==> config.mk <==
export PLATFORM = sky130hd
export DESIGN_NAME = instr_encoder
export DESIGN_NICKNAME = d
export VERILOG_FILES = /design/src/rtl/instr_encoder.sv
export SDC_FILE = /design/constraint.sdc
export NUM_CORES = 1
export LEC_CHECK = 0
export CAP_MARGIN = 25
export CORE_UTILIZATION = 30
export DETAILED_ROUTE_END_ITERATION = 8
export PLACE_DENSITY = 0.59
export SLEW_MARGIN = 20
export SYNTH_ARGS = -nofsm -noshare
export SYNTH_HDL_FRONTEND = slang
export SYNTH_SLANG_ARGS = --single-unit
==> constraint.sdc <==
create_clock -name clk -period 5.1 [get_ports clk]
set_clock_uncertainty 0.1 [all_clocks]
set_input_delay 1.02 -clock clk [delete_from_list [all_inputs] [get_ports clk]]
set_output_delay 1.02 -clock clk [all_outputs]
set_load 0.01 [all_outputs]
==> src/rtl/instr_encoder.sv <==
// RV32I instruction-word encoder feeding instruction memory through a small output FIFO.
// Optional: define INSTR_ENCODER_RANGE_CHECK_EN to reject out-of-range or misaligned immediates.
package instr_type;
    typedef enum logic [3:0] {
        lui, auipc, jal, jalr, branch_type, load_type, store_type,
        imm_arith_type, reg_arith_type, fence_type, system_type, invalid
    } opcode_t;
endpackage

module instr_encoder
    import instr_type::*;
#(
    parameter int                ADDR_W    = 32,
    parameter logic [ADDR_W-1:0] BASE_ADDR = '0,
    parameter int                DEPTH     = 2
) (
    input  logic              clk,
    input  logic              rst,
    input  logic              in_valid,
    output logic              in_ready,
    input  opcode_t           in_kind,
    input  logic [4:0]        in_rd,
    input  logic [4:0]        in_rs1,
    input  logic [4:0]        in_rs2,
    input  logic [2:0]        in_funct3,
    input  logic [6:0]        in_funct7,
    input  logic [31:0]       in_imm,
    output logic              out_valid,
    input  logic              out_ready,
    output logic [31:0]       out_instr,
    output logic [ADDR_W-1:0] out_addr,
    output logic              err,
    output logic [15:0]       count
);
    localparam int          PW      = $clog2(DEPTH);
    localparam logic [PW:0] PTR_ONE = {{PW{1'b0}}, 1'b1};

    logic [31:0] word;
    logic        kind_ok;
    logic        range_ok;
    logic        is_shift;

    assign is_shift = (in_funct3 == 3'b001) || (in_funct3 == 3'b101);

    always_comb begin
        word    = '0;
        kind_ok = 1'b1;
        case (in_kind)
            lui:            word = {in_imm[31:12], in_rd, 7'b0110111};
            auipc:          word = {in_imm[31:12], in_rd, 7'b0010111};
            jal:            word = {in_imm[20], in_imm[10:1], in_imm[11], in_imm[19:12],
                                    in_rd, 7'b1101111};
            jalr:           word = {in_imm[11:0], in_rs1, 3'b000, in_rd, 7'b1100111};
            branch_type:    word = {in_imm[12], in_imm[10:5], in_rs2, in_rs1, in_funct3,
                                    in_imm[4:1], in_imm[11], 7'b1100011};
            load_type:      word = {in_imm[11:0], in_rs1, in_funct3, in_rd, 7'b0000011};
            store_type:     word = {in_imm[11:5], in_rs2, in_rs1, in_funct3, in_imm[4:0],
                                    7'b0100011};
            imm_arith_type: begin
                // Shift-immediates carry funct7 in the upper immediate bits.
                if (is_shift)
                    word = {in_funct7, in_imm[4:0], in_rs1, in_funct3, in_rd, 7'b0010011};
                else
                    word = {in_imm[11:0], in_rs1, in_funct3, in_rd, 7'b0010011};
            end
            reg_arith_type: word = {in_funct7, in_rs2, in_rs1, in_funct3, in_rd, 7'b0110011};
            fence_type:     word = {in_imm[11:0], in_rs1, in_funct3, in_rd, 7'b0001111};
            system_type:    word = {in_imm[11:0], in_rs1, in_funct3, in_rd, 7'b1110011};
            default:        kind_ok = 1'b0;
        endcase
    end

`ifdef INSTR_ENCODER_RANGE_CHECK_EN
    logic i_ok, b_ok, j_ok, u_ok, sh_ok;
    assign i_ok  = (&in_imm[31:11]) || ~|in_imm[31:11];
    assign b_ok  = ((&in_imm[31:12]) || ~|in_imm[31:12]) && !in_imm[0];
    assign j_ok  = ((&in_imm[31:20]) || ~|in_imm[31:20]) && !in_imm[0];
    assign u_ok  = ~|in_imm[11:0];
    assign sh_ok = ~|in_imm[31:5];

    always_comb begin
        range_ok = i_ok;
        case (in_kind)
            lui, auipc:     range_ok = u_ok;
            jal:            range_ok = j_ok;
            branch_type:    range_ok = b_ok;
            imm_arith_type: range_ok = is_shift ? sh_ok : i_ok;
            reg_arith_type: range_ok = 1'b1;
            default:        range_ok = i_ok;
        endcase
    end
`else
    assign range_ok = 1'b1;
`endif

    logic [PW:0]                  wr_q, wr_d, rd_q, rd_d;
    logic [DEPTH-1:0][31:0]       instr_q, instr_d;
    logic [DEPTH-1:0][ADDR_W-1:0] addr_q, addr_d;
    logic [ADDR_W-1:0]            next_addr_q, next_addr_d;
    logic                         err_q, err_d;
    logic [15:0]                  count_q, count_d;
    logic                         full, empty, accept, push, pop;

    assign empty    = (wr_q == rd_q);
    assign full     = (wr_q[PW] != rd_q[PW]) && (wr_q[PW-1:0] == rd_q[PW-1:0]);
    assign in_ready = !full;
    assign accept   = in_valid && !full;
    assign push     = accept && kind_ok && range_ok;
    assign pop      = !empty && out_ready;

    always_comb begin
        wr_d        = wr_q;
        rd_d        = rd_q;
        instr_d     = instr_q;
        addr_d      = addr_q;
        next_addr_d = next_addr_q;
        count_d     = count_q;
        err_d       = accept && !(kind_ok && range_ok);
        if (push) begin
            instr_d[wr_q[PW-1:0]] = word;
            addr_d[wr_q[PW-1:0]]  = next_addr_q;
            wr_d                  = wr_q + PTR_ONE;
            next_addr_d           = next_addr_q + ADDR_W'(4);
        end
        if (pop) begin
            rd_d    = rd_q + PTR_ONE;
            count_d = count_q + 16'd1;
        end
    end

    always_ff @(posedge clk) begin
        if (rst) begin
            wr_q        <= '0;
            rd_q        <= '0;
            instr_q     <= '0;
            addr_q      <= {DEPTH{BASE_ADDR}};
            next_addr_q <= BASE_ADDR;
            err_q       <= 1'b0;
            count_q     <= '0;
        end else begin
            wr_q        <= wr_d;
            rd_q        <= rd_d;
            instr_q     <= instr_d;
            addr_q      <= addr_d;
            next_addr_q <= next_addr_d;
            err_q       <= err_d;
            count_q     <= count_d;
        end
    end

    assign out_valid = !empty;
    assign out_instr = instr_q[rd_q[PW-1:0]];
    assign out_addr  = addr_q[rd_q[PW-1:0]];
    assign err       = err_q;
    assign count     = count_q;
endmodule

======== Word-level counts from Yosys, hierarchy flattened ========
Index checks and enable logic that the tools add are counted.
cells by class
  add/sub/neg operators ................... 4
  multipliers ............................. 0
  shifts and indexed selects .............. 0
  reductions and logical operators ........ 12
  magnitude comparators ................... 3
  divide/modulo/power cells ............... 0
  bitwise logic cells ..................... 0
  multiplexer cells ....................... 11
  eq/ne operators ......................... 15
operator list
  kind                   number
  $pmux 32 s11           1
  $mux 32                6
  $bwmux 64              2
  $add 32x3->32 const B  1
  $demux 32 s1           1
  $add 16x1->16 const B  1
  $eq 4x3->1 const B     4
  $eq 4x4->1 const B     3
  $reduce_or 11->1       1
  $eq 4x2->1 const B     2
  $logic_and 1x1->1      6
  $add 2x1->2 const B    2
  $eq 4x1->1 const B     1
  $logic_not 4->1        1
  $lt 1x2->1 const B     2
  $eq 3x1->1 const B     1
  $eq 3x3->1 const B     1
  $logic_not 1->1        3
  $eq 2x2->1             1
  $eq 1x1->1             1
  $ge 1x1->1 const B     1
  $logic_or 1x1->1       1
  $mux 1                 1
  $ne 1x1->1             1
storage, ports and cells
  bits in latches ......................... 0
  input bits .............................. 65
  output and inout bits ................... 83
  memories kept ........................... 0
  memory bits (writable) .................. 0
  memory bits (read-only) ................. 0
  flip-flop bits (word level) ............. 181

======== Longest topological paths before layout ========
Gate-level depths: netlist of the first run.
  word-level depth ........................ 5
  gate-level depth with buffers ........... 10

======== Worst setup path before layout of the first run ========
OpenSTA, ideal clock, no wires.
  kind .................................... input to register
  from .................................... input in_kind[1]
  to ...................................... register addr_q[53] in the netlist's numbering
  cell stages on the path ................. 10
  buffers on the path ..................... 5
  arrival time ............................ 2.415 ns
  required time ........................... 4.930 ns
  slack ................................... 2.514 ns
  cell sequence ........................... buf_2 a21oi_1 o221a_1 buf_2 and2_1 buf_4 buf_6 buf_4 nand2_1 a21oi_1
on the way
  word-level cells in the longest chain between the ends .. 4
RTL lines
  what                                 line  text
  start, declared                      21    input opcode_t in_kind,
  $eq 4x3->1 (tied with other cells)   48    case (in_kind)
  $reduce_or 11->1 (no source line) *  -
  $mux 1 *                             48
  $logic_and 1x1->1 *                  108   assign push = accept && kind_ok && range_ok;
  end signal, assigned                 136   addr_q <= {DEPTH{BASE_ADDR}};
  end signal, assigned                 144   addr_q <= addr_d;
  end, declared                        98    logic [DEPTH-1:0][ADDR_W-1:0] addr_q, addr_d;
Mark *: on every way between the ends. The rest lies on a longest branch, timed or not.
A chain may end at the register's enable or synchronous reset.

======== Final worst setup path of the first run ========
  from .................................... register rd_q[0]
  to ...................................... output out_instr[8]
on the way
  word-level cells in the longest chain between the ends .. 2
RTL lines
  what                                        line  text
  start, declared                             96    logic [PW:0] wr_q, wr_d, rd_q, rd_d;
  start signal, assigned                      142   rd_q <= rd_d;
  $mux 32 (implied by the code) (2 in a row)  152   assign out_instr = instr_q[rd_q[PW-1:0]];
  end, declared                               30    output logic [31:0] out_instr,
No other way between the ends. The select of a mux whose other input is x is not followed.

==> flow_summary.ini, run 1 <==
[floorplanning]
die_w_um = 167
io-pin-count = 148
start_util = 0.309
die-area_um2 = 27800
placeableCoreArea_um2 = 26400
fp.dieH_um = 167
core.rowCount = 59

[setup_path]
endpoint_arrival_time_on_the_critical_path_ns = 2.47
critical_path_required_ns = 3.98
worst_setup_path_start_kind = register
crit_path_cell_trace = buf_12 > mux2_2 > clkdlybuf4s50_1
cpMaxStageDelayCell = sky130_fd_sc_hd__dfxtp_2
critical_path_peak_fanout = 39
cpPeakStageDelay_ns = 0.78
crit_type = reg2out
setup.worst_path.end_class = primary output

[run]
cap_violations = 0

[synthesis]
synth.cells.most_frequent = sky130_fd_sc_hd__dfxtp_1 (173), sky130_fd_sc_hd__nand2_1 (158), sky130_fd_sc_hd__nor2_1 (133)
synth-edff-count = 0
synth-main-ff-cell = sky130_fd_sc_hd__dfxtp_1
post_synth.cell_area_avg_um2 = 8.23
synthTopCellsByArea = sky130_fd_sc_hd__dfxtp_1 (43%), sky130_fd_sc_hd__mux2_2 (8.7%), sky130_fd_sc_hd__nand2_1 (7.3%), sky130_fd_sc_hd__nor2_1 (6.1%), sky130_fd_sc_hd__a21oi_1 (5.6%)
ys_types = 57
synth_area_leader_cell = sky130_fd_sc_hd__dfxtp_1
proportion_of_synthesized_flip_flops_having_asynchronous_set_or_reset = 0
synth_area_um2 = 8140
synth.yosys.seq_area_share = 0.425
ys_seq_elements = 173
post-synth-top-count-cell = sky130_fd_sc_hd__dfxtp_1
yosys.area.top_type_share = 0.425
synthesis.instances = 989
yosysWarningCount = 0

[drt]
drcViolationCount = 0
detailed_route_iter0_violations = 406
drt_wl_total_um = 21500
antenna_violating_nets_post_route = 0
vias = 7045
detail_route.first_pass.iterations = 4
avgViaCountPerCell = 4.90
wl_per_cell_um = 15.0

[cts]
cts_inserted_buffers = 17
clock_latency_ns = 0.43
clkSinkCount = 173
postCtsSetupBuffers = 0
clk_pin_slew_worst_paths_ns = 0.07
ctsResizeCount = 0
tritoncts = built
buffer_levels_on_the_longest_clock_path = 2
htreeDepth = 4
clk_root_buf = sky130_fd_sc_hd__clkbuf_16
number_of_buffers_added_to_fix_hold_violations_after_cts = 0

[timing]
final_max_slew_viols = 0
final_period_minus_worst_setup_slack_ns = 3.59
fmax_mhz = 279
worst_margin_pin_slew_ns = 0.911
grt_setup_unrepaired = false
hold_viol_final = 0
setup_viol = 0
layout_worst_path_cycle_share = 0.703
final.setup.tns_ns = 0
slew-limit-headroom = 0.389

[global_route]
antenna_found_initial = 0
use_met1 = 0.211
grt_first_pass_wirelength_um = 35400
globalRoute.totalOverflow = 0
grt_most_used_layer = met2
global_route.usage.met3 = 0.0385
met2_usage = 0.255
grt_use_total = 0.158
via_count_of_the_first_global_routing_pass = 6692
maximum_number_of_pins_on_one_net_before_global_route_repair = 125

[placement]
placement.io_buffers = 145
dp_hpwl_um = 14700
gp_congestion = 0.797

[finish]
final_layout_size_suffix_gt1_frac = 0.114
antenna-diode-count = 0
fillers = 2663
flow.area_growth_from_synthesis_pct = 27.8
area_taken_by_flip_flops_and_latches_um2 = 3460
design.final.nets = 1157
multiInputGateArea_um2 = 4250

[hold_path]
hold_class = reg2reg

[power_and_ir_drop]
power_density_nw_per_um2 = 318
total_leakage_power_nw = 3.59
design_power_total_mw = 3.31
vdd.ir_drop.worst_mv = 0.239

[status]
status = complete, no violations
metrics by stage:
stage	area, um^2	hold slack (ns)	instances	util	setup WS (ns)
after global routing	10400	0.374	1438	0.395	1.38
after CTS	10400	0.354	1438	0.395	1.45
after floorplan	8150	0.333	990	-	2.51
final	10400	0.351	1438	0.395	1.51
after global placement	9820	0.338	1406	0.373	1.36
after detailed placement	9820	0.344	1406	0.373	1.26
final timing paths:
kind | from | to | slack [ns] | depth (start not counted)
setup / recovery | rd_q[0] | out_instr[8] | 1.51 | 3
hold / removal | addr_q[10] | addr_q[10] | 0.35 | 2
setup reg to reg | rd_q[0] | instr_q[37] | 1.92 | 8
hold reg to reg | addr_q[10] | addr_q[10] | 0.35 | 2
logic make-up (layout without fill, tap and decap cells):
logic type | count (synthesis) | after routing | share of synthesized area
AOI/OAI and AO/OA | 176 | 176 | 0.138
xor gates and xnor gates | 40 | 40 | 0.0439
adders and majority gates | 2 | 2 | 0.00307
buffers and inverters | 98 | 211 | 0.0541
DFF | 173 | 173 | 0.425
muxes | 74 | 74 | 0.101
other | 1 | 2 | 0.000460
and+or+nand+nor | 425 | 425 | 0.234
layout by cell type, fill, tap and decap left out, drive strengths merged, types with 3 or more instances in the layout:
cell           instances
clkdlybuf4s50        144
clkinvlp               3
nand4                 15
nand2                158
o211ai                 6
and3b                  6
and2                   3
a22o                   3
nand3                 26
nor2b                 11
xnor2                 21
xor2                  19
and3                   4
inv                   23
buf                   14
and4                   7
dfxtp                173
a211oi                35
nor4                   9
o221ai                 5
a21oi                 91
mux2i                 11
nor3                  35
mux2                  63
or3                    9
clkinv                 6
clkbuf                19
o21ai                 18
nor2                 133
a22oi                  4
state kept, by name (all words and copies together) (netlist names):
register     flops
err              1
instr_q         62
wr_q             2
rd_q             2
addr_q          60
count           16
next_addr_q     30
report_power, final:
| group | internal, mW | total [mW] | switching, mW |
|---|---|---|---|
| logic | 0.269 | 0.561 | 0.292 |
| clock network | 0.737 | 1.30 | 0.558 |
| registers | 1.40 | 1.45 | 0.0497 |
per-layer routing:
metal	vias up	wire, um
met5	-	0
met4	0	218
met3	16	1040
met1	3270	10200
li1	3596	-
met2	163	10100
area by class of cell:
class | instances | share of cell area
tap | 335 | 0.0403
clock inverter | 13 | 0.0136
clock buffer | 19 | 0.0426
sequential | 173 | 0.333
timing repair buffer | 158 | 0.155
multi-input combinational | 719 | 0.409
inverter | 21 | 0.00757
worst max-delay path: cells and delay by family (launching register included):
family,cells,cell delay [ns]
buffers and inverters,2,0.87
muxes,1,0.37
DFF,1,0.78
Note: power is estimated with default switching activity, not from simulation.
==> inputs of run 2 (changes only) <==
==> constraint.sdc (replaced) <==
create_clock -name clk -period 3.5 [get_ports clk]
set_clock_uncertainty 0.1 [all_clocks]
set_input_delay 0.7 -clock clk [delete_from_list [all_inputs] [get_ports clk]]
set_output_delay 0.7 -clock clk [all_outputs]
set_load 0.01 [all_outputs]
==> flow_summary.ini, run 2 (synthesis results as in run 1) <==
[global_route]
met2_usage = 0.254
grt_first_pass_wirelength_um = 35600
use_met1 = 0.211
globalRoute.totalOverflow = 0
grt_use_total = 0.158
maximum_number_of_pins_on_one_net_before_global_route_repair = 67
grt_most_used_layer = met2
global_route.usage.met3 = 0.0378
via_count_of_the_first_global_routing_pass = 6786
antenna_found_initial = 0

[drt]
detail_route.first_pass.iterations = 5
wl_per_cell_um = 15.0
drt_wl_total_um = 21700
avgViaCountPerCell = 4.94
drcViolationCount = 0
detailed_route_iter0_violations = 386
antenna_violating_nets_post_route = 0
vias = 7152

[floorplanning]
io-pin-count = 148
placeableCoreArea_um2 = 26400
die-area_um2 = 27800
core.rowCount = 59
start_util = 0.309
die_w_um = 167
fp.dieH_um = 167

[finish]
regMostFlops = instr_q
mostFrequentLayoutCells = sky130_fd_sc_hd__dfxtp_1 (172), sky130_fd_sc_hd__nand2_1 (158), sky130_fd_sc_hd__clkdlybuf4s50_1 (144), sky130_fd_sc_hd__nor2_1 (132), sky130_fd_sc_hd__a21oi_1 (91)
design.final.nets = 1169
antenna-diode-count = 0
final_layout_size_suffix_gt1_frac = 0.123
biggestRegsByFlops = instr_q (62), addr_q (60), next_addr_q (30)
layout.cells.non_filler = 1449
largest_reg_flops = 62
finalCoreUtilization = 0.396
layout.cells.most_common = sky130_fd_sc_hd__dfxtp_1
flow.area_growth_from_synthesis_pct = 28.2

[timing]
slew-limit-headroom = 0.442
final_period_minus_worst_setup_slack_ns = 2.95
grt_setup_unrepaired = false
hold_viol_final = 0
layout_worst_path_cycle_share = 0.842
setup_viol = 0
worst_margin_pin_slew_ns = 0.837
holdWs_ns = 0.351
final.setup.tns_ns = 0
fmax_mhz = 339
final_max_slew_viols = 0

[cts]
clk_root_buf = sky130_fd_sc_hd__clkbuf_16
ctsResizeCount = 0
clk_pin_slew_worst_paths_ns = 0.07
buffer_levels_on_the_longest_clock_path = 2
clock_latency_ns = 0.43
postCtsSetupBuffers = 0
number_of_buffers_added_to_fix_hold_violations_after_cts = 0
cts_inserted_buffers = 17
htreeDepth = 4
clkSinkCount = 173
tritoncts = built

[run]
cap_violations = 0

[setup_path]
critical_path_required_ns = 2.70
critical_path_peak_fanout = 36
endpoint_arrival_time_on_the_critical_path_ns = 2.15
setup.worst_path.end_class = primary output
crit_type = reg2out
worst_setup_path_start_kind = register

[placement]
gp_congestion = 0.843
dp_hpwl_um = 14900
placement.io_buffers = 145
dp_cells = 1418

[power_and_ir_drop]
total_leakage_power_nw = 3.63
power_density_nw_per_um2 = 450
vdd.ir_drop.worst_mv = 0.220

[status]
status = complete, no violations

[hold_path]
hold_class = reg2reg
## run 2: cell types whose count changed in the layout (fill, tap and decap cells not counted)
cell and change:
sky130_fd_sc_hd__buf_4 +13, sky130_fd_sc_hd__buf_12 -1, sky130_fd_sc_hd__clkinvlp_4 -1, sky130_fd_sc_hd__bufinv_16 -2
sky130_fd_sc_hd__inv_6 +4, sky130_fd_sc_hd__clkbuf_8 +1, sky130_fd_sc_hd__clkinv_4 -3
## run 2: final timing paths
| path | startpoint | end | slack, ns | cells after the start |
|---|---|---|---|---|
| worst max register to register | rd_q[0] | next_addr_q[31] | 0.98 | 6 |
| worst max-delay path | rd_q[0] | out_addr[16] | 0.55 | 3 |
| worst min-delay path | addr_q[46] | addr_q[46] | 0.35 | 2 |
| worst min register to register | addr_q[46] | addr_q[46] | 0.35 | 2 |
## run 2: layer usage
metal  up-vias  routed length (um)
li1       3620                   -
met1      3343               10400
met5         -                   0
met3        19                1030
met4         0                 234
met2       170                9970
## run 2: power breakdown
part / internal (mW) / switching [mW]
logic: 0.396 / 0.458
clock network: 0.952 / 0.813
registers: 2.04 / 0.0428
total: 3.39 / 1.31
## run 2: per-stage QoR
step	power, mW	area, um^2	setup WS (ns)
finish	4.70	10400	0.552
global route	4.93	10400	0.462
CTS	4.76	10400	0.518
detailed placement	2.99	9900	0.330
global placement	2.98	9900	0.346
floorplan	2.63	8150	1.23
## run 2: cell type report
class / count / area (um^2)
well taps: 335 / 419
inverters: 21 / 78.8
clock inverters: 11 / 82.6
clock buffers: 20 / 457
flip-flops and latches: 173 / 3460
fillers: 2674 / 15900
multi-input cells: 719 / 4250
repair buffers: 170 / 1690
## run 2: worst max-delay path, cell delays in order, from the launching register on
cell                              delay (ns)
sky130_fd_sc_hd__dfxtp_2                0.32
sky130_fd_sc_hd__buf_4                  0.43
sky130_fd_sc_hd__mux2_2                 0.43
sky130_fd_sc_hd__clkdlybuf4s50_1        0.50
